`src/rtl/risc_pkg.sv`:
```
// Shared types for the load/store unit: operation codes, FSM states and
// the default access timeout.
package risc_pkg;

    typedef enum logic [3:0] {
        LSU_NONE = 4'd0,
        LSU_LB   = 4'd1,
        LSU_LH   = 4'd2,
        LSU_LW   = 4'd3,
        LSU_LBU  = 4'd4,
        LSU_LHU  = 4'd5,
        LSU_SB   = 4'd6,
        LSU_SH   = 4'd7,
        LSU_SW   = 4'd8
    } op_enum_lsu;

    typedef enum logic [1:0] {
        LSU_IDLE = 2'd0,
        LSU_WAIT = 2'd1,
        LSU_DONE = 2'd2
    } lsu_state_e;

    localparam int LSU_TIMEOUT_DEF = 16;

    // True for the three store operations.
    function automatic logic lsu_is_store(input op_enum_lsu op);
        return (op == LSU_SB) || (op == LSU_SH) || (op == LSU_SW);
    endfunction

endpackage

```
`src/rtl/lsu_align.sv`:
```
// Combinational byte-lane logic: store byte enables and lane replication,
// alignment check, and load byte/half extraction with sign/zero extension.
module lsu_align
    import risc_pkg::*;
(
    input  op_enum_lsu  op,
    input  logic [1:0]  off,
    input  logic [31:0] wdata,
    input  logic [31:0] rdata,
    output logic [3:0]  be,
    output logic [31:0] wdata_lane,
    output logic [31:0] load_data,
    output logic        misalign
);

    logic [7:0]  byte_sel;
    logic [15:0] half_sel;

    // Lane selection: halves can only sit at offset 0 or 2 once aligned.
    always_comb begin
        byte_sel = rdata[{off, 3'b000} +: 8];
        half_sel = off[1] ? rdata[31:16] : rdata[15:0];
    end

    // Per-operation enables, replication, extension and alignment.
    always_comb begin
        be         = 4'hF;
        wdata_lane = wdata;
        load_data  = 32'h0;
        misalign   = 1'b0;
        case (op)
            LSU_SB: begin
                be         = 4'b0001 << off;
                wdata_lane = {4{wdata[7:0]}};
            end
            LSU_SH: begin
                be         = 4'b0011 << off;
                wdata_lane = {2{wdata[15:0]}};
                misalign   = off[0];
            end
            LSU_SW: misalign = |off;
            LSU_LB:  load_data = {{24{byte_sel[7]}}, byte_sel};
            LSU_LBU: load_data = {24'h0, byte_sel};
            LSU_LH: begin
                load_data = {{16{half_sel[15]}}, half_sel};
                misalign  = off[0];
            end
            LSU_LHU: begin
                load_data = {16'h0, half_sel};
                misalign  = off[0];
            end
            LSU_LW: begin
                load_data = rdata;
                misalign  = |off;
            end
            default: ;
        endcase
    end

endmodule

```
`src/rtl/lsu.sv`:
```
// Multi-cycle load/store unit: one req/ack memory access per instruction,
// with alignment checking, byte lanes, load extension and an ack timeout.
module lsu
    import risc_pkg::*;
#(
    parameter int XLEN        = 32,
    parameter int TIMEOUT_CYC = LSU_TIMEOUT_DEF
) (
    input  logic              clk,
    input  logic              rst_n,
    input  logic              lsu_start,
    input  op_enum_lsu        lsu_op,
    input  logic [XLEN-1:0]   lsu_addr,
    input  logic [XLEN-1:0]   lsu_wdata,
    output logic              lsu_busy,
    output logic              lsu_done,
    output logic [XLEN-1:0]   lsu_rdata,
    output logic              lsu_misalign,
    output logic              lsu_fault,
    output logic              mem_req,
    output logic              mem_we,
    output logic [XLEN-1:0]   mem_addr,
    output logic [XLEN/8-1:0] mem_be,
    output logic [XLEN-1:0]   mem_wdata,
    input  logic              mem_ack,
    input  logic [XLEN-1:0]   mem_rdata
);

    localparam int CNT_W = (TIMEOUT_CYC > 1) ? $clog2(TIMEOUT_CYC) : 1;

    lsu_state_e        state_q, state_d;
    op_enum_lsu        op_q, op_d;
    logic [1:0]        off_q, off_d;
    logic [CNT_W-1:0]  cnt_q, cnt_d;
    logic              busy_q, busy_d;
    logic              done_q, done_d;
    logic              misalign_q, misalign_d;
    logic              fault_q, fault_d;
    logic [XLEN-1:0]   rdata_q, rdata_d;
    logic              mem_req_q, mem_req_d;
    logic              mem_we_q, mem_we_d;
    logic [XLEN-1:0]   mem_addr_q, mem_addr_d;
    logic [XLEN/8-1:0] mem_be_q, mem_be_d;
    logic [XLEN-1:0]   mem_wdata_q, mem_wdata_d;

    // The aligner sees the live request while idle and the latched one after.
    op_enum_lsu        al_op;
    logic [1:0]        al_off;
    logic [3:0]        al_be;
    logic [31:0]       al_wdata;
    logic [31:0]       al_load;
    logic              al_misalign;

    // Operand select for the shared aligner.
    always_comb begin
        al_op  = (state_q == LSU_IDLE) ? lsu_op : op_q;
        al_off = (state_q == LSU_IDLE) ? lsu_addr[1:0] : off_q;
    end

    lsu_align u_align (
        .op         (al_op),
        .off        (al_off),
        .wdata      (lsu_wdata),
        .rdata      (mem_rdata),
        .be         (al_be),
        .wdata_lane (al_wdata),
        .load_data  (al_load),
        .misalign   (al_misalign)
    );

    // Next-state and registered-output computation.
    always_comb begin
        state_d     = state_q;
        op_d        = op_q;
        off_d       = off_q;
        cnt_d       = cnt_q;
        busy_d      = busy_q;
        done_d      = 1'b0;
        misalign_d  = misalign_q;
        fault_d     = fault_q;
        rdata_d     = rdata_q;
        mem_req_d   = mem_req_q;
        mem_we_d    = mem_we_q;
        mem_addr_d  = mem_addr_q;
        mem_be_d    = mem_be_q;
        mem_wdata_d = mem_wdata_q;
        case (state_q)
            LSU_IDLE: begin
                if (lsu_start && (lsu_op != LSU_NONE)) begin
                    op_d       = lsu_op;
                    off_d      = lsu_addr[1:0];
                    cnt_d      = '0;
                    busy_d     = 1'b1;
                    misalign_d = 1'b0;
                    fault_d    = 1'b0;
                    if (al_misalign) begin
                        // No memory access: complete straight away.
                        state_d    = LSU_DONE;
                        misalign_d = 1'b1;
                        done_d     = 1'b1;
                        rdata_d    = '0;
                    end else begin
                        state_d     = LSU_WAIT;
                        mem_req_d   = 1'b1;
                        mem_we_d    = lsu_is_store(lsu_op);
                        mem_addr_d  = {lsu_addr[XLEN-1:2], 2'b00};
                        mem_be_d    = al_be;
                        mem_wdata_d = al_wdata;
                    end
                end
            end
            LSU_WAIT: begin
                if (mem_ack) begin
                    mem_req_d = 1'b0;
                    state_d   = LSU_DONE;
                    done_d    = 1'b1;
                    rdata_d   = lsu_is_store(op_q) ? '0 : al_load;
                end else if (cnt_q == CNT_W'(TIMEOUT_CYC - 1)) begin
                    mem_req_d = 1'b0;
                    fault_d   = 1'b1;
                    rdata_d   = '0;
                    state_d   = LSU_DONE;
                    done_d    = 1'b1;
                end else begin
                    cnt_d = cnt_q + CNT_W'(1);
                end
            end
            LSU_DONE: begin
                state_d = LSU_IDLE;
                busy_d  = 1'b0;
            end
            default: begin
                state_d   = LSU_IDLE;
                busy_d    = 1'b0;
                mem_req_d = 1'b0;
            end
        endcase
    end

    // State and output registers; reset drops any access in flight.
    always_ff @(posedge clk or negedge rst_n) begin
        if (!rst_n) begin
            state_q     <= LSU_IDLE;
            op_q        <= LSU_NONE;
            off_q       <= '0;
            cnt_q       <= '0;
            busy_q      <= 1'b0;
            done_q      <= 1'b0;
            misalign_q  <= 1'b0;
            fault_q     <= 1'b0;
            rdata_q     <= '0;
            mem_req_q   <= 1'b0;
            mem_we_q    <= 1'b0;
            mem_addr_q  <= '0;
            mem_be_q    <= '0;
            mem_wdata_q <= '0;
        end else begin
            state_q     <= state_d;
            op_q        <= op_d;
            off_q       <= off_d;
            cnt_q       <= cnt_d;
            busy_q      <= busy_d;
            done_q      <= done_d;
            misalign_q  <= misalign_d;
            fault_q     <= fault_d;
            rdata_q     <= rdata_d;
            mem_req_q   <= mem_req_d;
            mem_we_q    <= mem_we_d;
            mem_addr_q  <= mem_addr_d;
            mem_be_q    <= mem_be_d;
            mem_wdata_q <= mem_wdata_d;
        end
    end

    assign lsu_busy     = busy_q;
    assign lsu_done     = done_q;
    assign lsu_rdata    = rdata_q;
    assign lsu_misalign = misalign_q;
    assign lsu_fault    = fault_q;
    assign mem_req      = mem_req_q;
    assign mem_we       = mem_we_q;
    assign mem_addr     = mem_addr_q;
    assign mem_be       = mem_be_q;
    assign mem_wdata    = mem_wdata_q;

endmodule

```
`config.mk`:
```
export PLATFORM = sky130hd
export DESIGN_NAME = lsu
export DESIGN_NICKNAME = d
export VERILOG_FILES = /design/src/rtl/risc_pkg.sv /design/src/rtl/lsu_align.sv /design/src/rtl/lsu.sv
export SDC_FILE = /design/constraint.sdc
export NUM_CORES = 1
export LEC_CHECK = 0
export ABC_AREA = 1
export CAP_MARGIN = 20
export CORE_MARGIN = 2
export CORE_UTILIZATION = 50
export CTS_BUF_LIST = sky130_fd_sc_hd__clkbuf_16
export CTS_CLUSTER_DIAMETER = 40
export DETAILED_ROUTE_END_ITERATION = 8
export GPL_ROUTABILITY_DRIVEN = 0
export PLACE_DENSITY = 0.94
export SLEW_MARGIN = 20
export SYNTH_ARGS = -nofsm -noshare
export SYNTH_HDL_FRONTEND = slang
export SYNTH_HIERARCHICAL = 1
export SYNTH_SLANG_ARGS = --single-unit
```
`constraint.sdc`:
```
create_clock -name clk -period 6.5 [get_ports clk]
set_input_delay 0.65 -clock clk [delete_from_list [all_inputs] [get_ports clk]]
set_output_delay 0.65 -clock clk [all_outputs]
set_load 0.005 [all_outputs]
```
* After elaboration in Yosys (flattened, before gate mapping) *
Index checks and enable logic that the tools add are counted.

word-level totals
  flip-flop bits (word level) = 116
  input bits = 104
  output and inout port bits = 106

operators by class
  add/sub/neg operators = 1
  equality and inequality tests = 24
  shifts and indexed selects = 3
  mux-type cells = 38
  bitwise logic cells = 3
  reduce and logical (&&, ||, !) cells = 19

operator list
  kind                 number
  $mux 32              5
  $pmux 32 s5          1
  $pmux 32 s2          2
  $eq 4x3->1 const B   8
  $shiftx 32x6->8      1
  $eq 4x4->1 const B   4
  $mux 16              1
  $mux 4               4
  $pmux 4 s2           2
  $reduce_and 4->1     4
  $mux 1               12
  $mux 2               5
  $ne 2x2->1 const B   5
  $eq 4x2->1 const B   2
  $pmux 1 s2           4
  $reduce_and 2->1     3
  $add 4x1->4 const B  1
  $eq 4x1->1 const B   1
  $logic_or 1x1->1     4
  $pmux 2 s2           1
  $reduce_bool 4->1    1
  $reduce_or 2->1      2
  $shl 1x2->4 const A  1
  $shl 2x2->4 const A  1
  other kinds (11)     13

* Logic depth before layout (Yosys ltp) *
  depth after elaboration = 8
  mapped depth = 18

* By module *
The synthesis kept the hierarchy.

modules (own cells, without submodules)
  module     instances  cells an instance  area an instance (um^2)  seq. area each (um^2)
  lsu        1          543                4,684.5                  2,902.8
  lsu_align  1          298                1,420.1                  0.0

* Worst setup path before layout *
No wires, ideal clock.

  kind = register -> register
  start = register state_q[0]
  end = register mem_addr_q[11], in the netlist mem_addr[11]
  setup time = 0.065 ns
  arrival time = 2.425 ns
  data required time = 6.435 ns
  setup slack = 4.010 ns
  stages on the path, launching flop included = 17
  path buffers = 4
  cell sequence = dfrtp_1 -> nor2_2 -> buf_4 -> o21ai_0 -> nor2_4 -> nand3_4 -> nand2_1 -> buf_4 -> o21ai_1 -> nand2_1 -> nor2_2 -> nand2_2 -> inv_2 -> buf_6 -> buf_6 -> nand2_1 -> nand2_1

between the ends
  word-level cells in the longest chain between the ends = 7

RTL lines
  item                                                                        line             text
  from (decl)                                                                 lsu.sv:31        lsu_state_e state_q, state_d;
  from (signal assigned)                                                      lsu.sv:158       state_q <= state_d;
  $logic_not 2->1 (*)                                                         lsu.sv:56        al_op = (state_q == LSU_IDLE) ? lsu_op : op_q;
  $mux 4 (*)                                                                  lsu.sv:56
  net al_op[3]                                                                lsu.sv:47        op_enum_lsu al_op;
  $eq 4x3->1 (tied with other cells)                                          lsu_align.sv:31  case (op)
  $reduce_or 3->1 (no source line) / $reduce_or 2->1 (equally long branches)  --
  $pmux 1 s2 (*)                                                              lsu_align.sv:31
  net al_misalign                                                             lsu.sv:52        logic al_misalign;
  $not 1->1 (no source line) (*)                                              --
  $reduce_and 3->1 (no source line) (*)                                       --
  to (signal assigned)                                                        lsu.sv:169       mem_addr_q <= mem_addr_d;
  to (decl)                                                                   lsu.sv:42        logic [XLEN-1:0] mem_addr_q, mem_addr_d;

Mark *: on every way through the listed nets, which the timed path passes. The rest lies on a longest branch.
A chain may end at the register's enable or synchronous reset.

* Worst setup path in the final report *
  start = input port lsu_op[0]
  end = register mem_wdata_q[21], in the netlist mem_wdata[21]

between the ends
  word-level cells in the longest chain between the ends = 6

RTL lines
  item                                                                        line             text
  from (decl)                                                                 lsu.sv:12        input op_enum_lsu lsu_op,
  $mux 4 (*)                                                                  lsu.sv:56
  net al_op[0]                                                                lsu.sv:47
  $eq 4x3->1 (tied with other cells)                                          lsu_align.sv:31
  $reduce_or 3->1 (no source line) / $reduce_or 2->1 (equally long branches)  --
  $pmux 1 s2 (*)                                                              lsu_align.sv:31
  net al_misalign                                                             lsu.sv:52
  $not 1->1 (no source line) (*)                                              --
  $reduce_and 3->1 (no source line) (*)                                       --
  to (signal assigned)                                                        lsu.sv:171       mem_wdata_q <= mem_wdata_d;
  to (decl)                                                                   lsu.sv:44        logic [XLEN-1:0] mem_wdata_q, mem_wdata_d;

Marks and branches as above.

==> metrics.yaml <==
global_routing:
  grt_overflow: 0
  gr-usage-met2_pct: 45.6
  met3_usage_pct: 9.00
  antenna_found_initial: 0
  grt_pass1_wl_mm: 29.1
  grt_max_degree: 72
  grt_busiest_layer: "met2"
  grt_pass1_vias: 5934
  grt_use_met1_pct: 35.1
  gr-usage-all-layers_pct: 28.2
finish:
  fillCellCount: 879
  n_antenna_cell: 0
  final_net_count: 1130
  drive_gt1_share_pct: 5.89
  area_growth_pct: 39.9
  finalCoreUtilization_pct: 71.4
timing:
  drv_slew: 0
  post-route-period-util_pct: 52.2
  rsz0062_at_grt: "false"
  period_minus_slack_ps: 3390
  finalSetupViolations: 0
  slew_headroom_pct: 31.1
  fmax_ghz: 0.295
  fin_skew_ps: 8.23
  final_hold_viol_count: 0
  worst_pin_slew_ps: 1030
  finalSetupTns_ps: 0
clock_tree:
  clk_latency_ps: 400
  htree_num_levels: 4
  cts_hold_buffers: 0
  cts_sinks: 116
  cts_buffer_depth: 2
  clk_pin_slew_ps: 50
  cts.repair.resized: 0
  cts_tree: "done"
  cts_made_buffers: 17
  root_buffer: "clkbuf_16"
  postCtsSetupBuffers: 0
hold_path:
  holdCritPathClass: "in -> async"
route:
  drt-pass1-iter-count: 5
  avgRoutedWirePerCell_um: 15.5
  vias: 6297
  drt_iter0_drc: 793
  vias_per_cell: 5.33
  postRouteAntennaNets: 0
  drc: 0
  wirelength_mm: 18.3
synthesis:
  synth_most_common_cell: "nand2_1"
  yosysSeqAreaShare_pct: 47.6
  synth_edf_count: 0
  async_reset_ff_share_pct: 100
  synthDistinctLibCells: 26
  yosys_warnings: 6
  synth_flop_cell: "dfrtp_1"
  synth_top_cells_by_count: "nand2_1, dfrtp_1, nand3_1"
  syn_avg_cell_area_um2: 7.26
  synthTopCellsByArea: "dfrtp_1, nand2_1, nand3_1, inv_1, o21ai_0"
  synth_top_cell_by_area: "dfrtp_1"
  netlist.area_leader.share_pct: 47.6
  syn_inst: 841
  ys_seq_elements: 116
  syn-cell-area_mm2: 0.00610
critical_path:
  end_kind: "flip-flop"
  critical_path.top_delay_family: "buffers and inverters"
  crit_fanout: 66
  arrival_ps: 3720
  r2r_cells: 13
  critPathLaunchType: "primary input"
  cp.depth: 13
  path_cells: "clkdlybuf4s50_1, nand2_1, o21ai_0, inv_2, nand3_4, nand2_1, o21ai_1, nand2_1, nor2_2, nand2_2, inv_2, nand2_1, nand2_1"
  crit_top_cell: "nand2_1"
  crit_type: "in -> reg"
  cpPeakStageDelay_ps: 740
  cp_data_required_time_ps: 6830
  cp_slowest_cell: "inv_2"
  cp_num_buf_inv: 3
power_and_ir_drop:
  p_int_w: 0.00241
  power_frac_comb_pct: 51.0
  p_seq_share_pct: 30.0
  power-per-cell-area_mw_per_mm2: 476
  pwr-share-clk_pct: 18.9
  switching_share_pct: 40.7
  p_switching_w: 0.00165
  irDropWorstVdd_mv: 0.238
  leakage_nw: 4.51
floorplanning:
  rows: 40
  die_area_mm2: 0.0131
  die_height_um: 114
  die_x_um: 114
  ios: 210
  core-area_mm2: 0.0120
  start_util_pct: 51.0
outcome:
  status: "finished, final reports clean"
placement:
  detailed_place_hpwl_mm: 12.7
  io_buffers: 207
flow_run:
  maxCapViolations: 0
per-stage QoR:
step                      hold WS (ps)  cells  power, W  setup WS (ps)  instance area (um2)
final                              261   1182   0.00407           3110                 8540
after global routing               296   1182   0.00437           2740                 8540
after CTS                          278   1182   0.00407           3140                 8540
after detailed placement           464   1153   0.00328           2740                 8060
after global placement             453   1153   0.00321           2850                 8060
after floorplan                    354    842   0.00243           4010                 6110
state kept, by name, summed over array words and instances (netlist names), 2 cells and up:
name       count
cnt_q          4
lsu_rdata     32
mem_addr      30
mem_be         4
mem_wdata     32
off_q          2
op_q           4
state_q        2
final cells by class:
cell class,instances,area [um2],share of cell area (%)
Clock buffer,17,425,4.98
Tap cell,147,184,2.15
Clock inverter,12,53.8,0.630
Timing Repair Buffer,214,2120,24.8
Sequential cell,116,2900,34.0
Inverter,48,183,2.14
Multi-Input combinational cell,628,2670,31.3
cells in the final DEF (no fill, tap or decap):
| cell type | n |
|---|---|
| a21oi_1 | 26 |
| and2_2 | 1 |
| buf_4 | 8 |
| clkbuf_16 | 17 |
| clkdlybuf4s50_1 | 206 |
| clkinv_1 | 2 |
| clkinv_2 | 7 |
| conb_1 | 2 |
| dfrtp_1 | 116 |
| ha_1 | 1 |
| inv_1 | 43 |
| inv_2 | 7 |
| inv_4 | 1 |
| nand2_1 | 450 |
| nand2_2 | 4 |
| nand2_4 | 4 |
| nand3_1 | 67 |
| nand3_4 | 2 |
| nand4_1 | 4 |
| nor2_1 | 26 |
| nor2_2 | 3 |
| nor2_4 | 5 |
| nor2_8 | 1 |
| o21ai_0 | 28 |
| o21ai_1 | 2 |
| o21ai_2 | 1 |
| o21bai_1 | 1 |
power groups by stage:
stage                     clock, W  sequential, W  combinational, W
after floorplan                  0        0.00122           0.00121
after global placement           0        0.00121           0.00200
after detailed placement         0        0.00122           0.00206
after CTS                 0.000779        0.00122           0.00208
after global routing      0.000824        0.00125           0.00230
final                     0.000770        0.00122           0.00208
path summary, 6_finish.rpt:
path,start,slack (ps),endpoint
hold / removal,rst_n,260,cnt_q[2]$_DFFE_PN0P_
max in group asynchronous,rst_n,4880,state_q[0]$_DFFE_PN0P_
setup reg to reg,state_q[0]$_DFFE_PN0P_,3110,mem_wdata[21]$_DFFE_PN0P_
setup / recovery,lsu_op[0],3110,mem_wdata[21]$_DFFE_PN0P_
hold reg to reg,mem_addr[20]$_DFFE_PN0P_,480,mem_addr[20]$_DFFE_PN0P_
min in group clk,mem_addr[20]$_DFFE_PN0P_,480,mem_addr[20]$_DFFE_PN0P_
metal layers:
layer	vias to the layer above	part of all wire, %
li1	2963	-
met1	2926	39
met2	366	48
met3	42	11
met4	0	2.3
met5	-	0
cell families after synthesis:
kind of cell | count (synthesis) | share of synthesized area (%)
other | 1 | 0.0614
flip-flops | 116 | 47.6
AO/OA/AOI/OAI | 58 | 4.86
AND/OR/NAND/NOR | 567 | 38.6
buffers and inverters | 98 | 8.75
adder cells (fa/ha/maj) | 1 | 0.205
(Power assumes the default switching activity.)
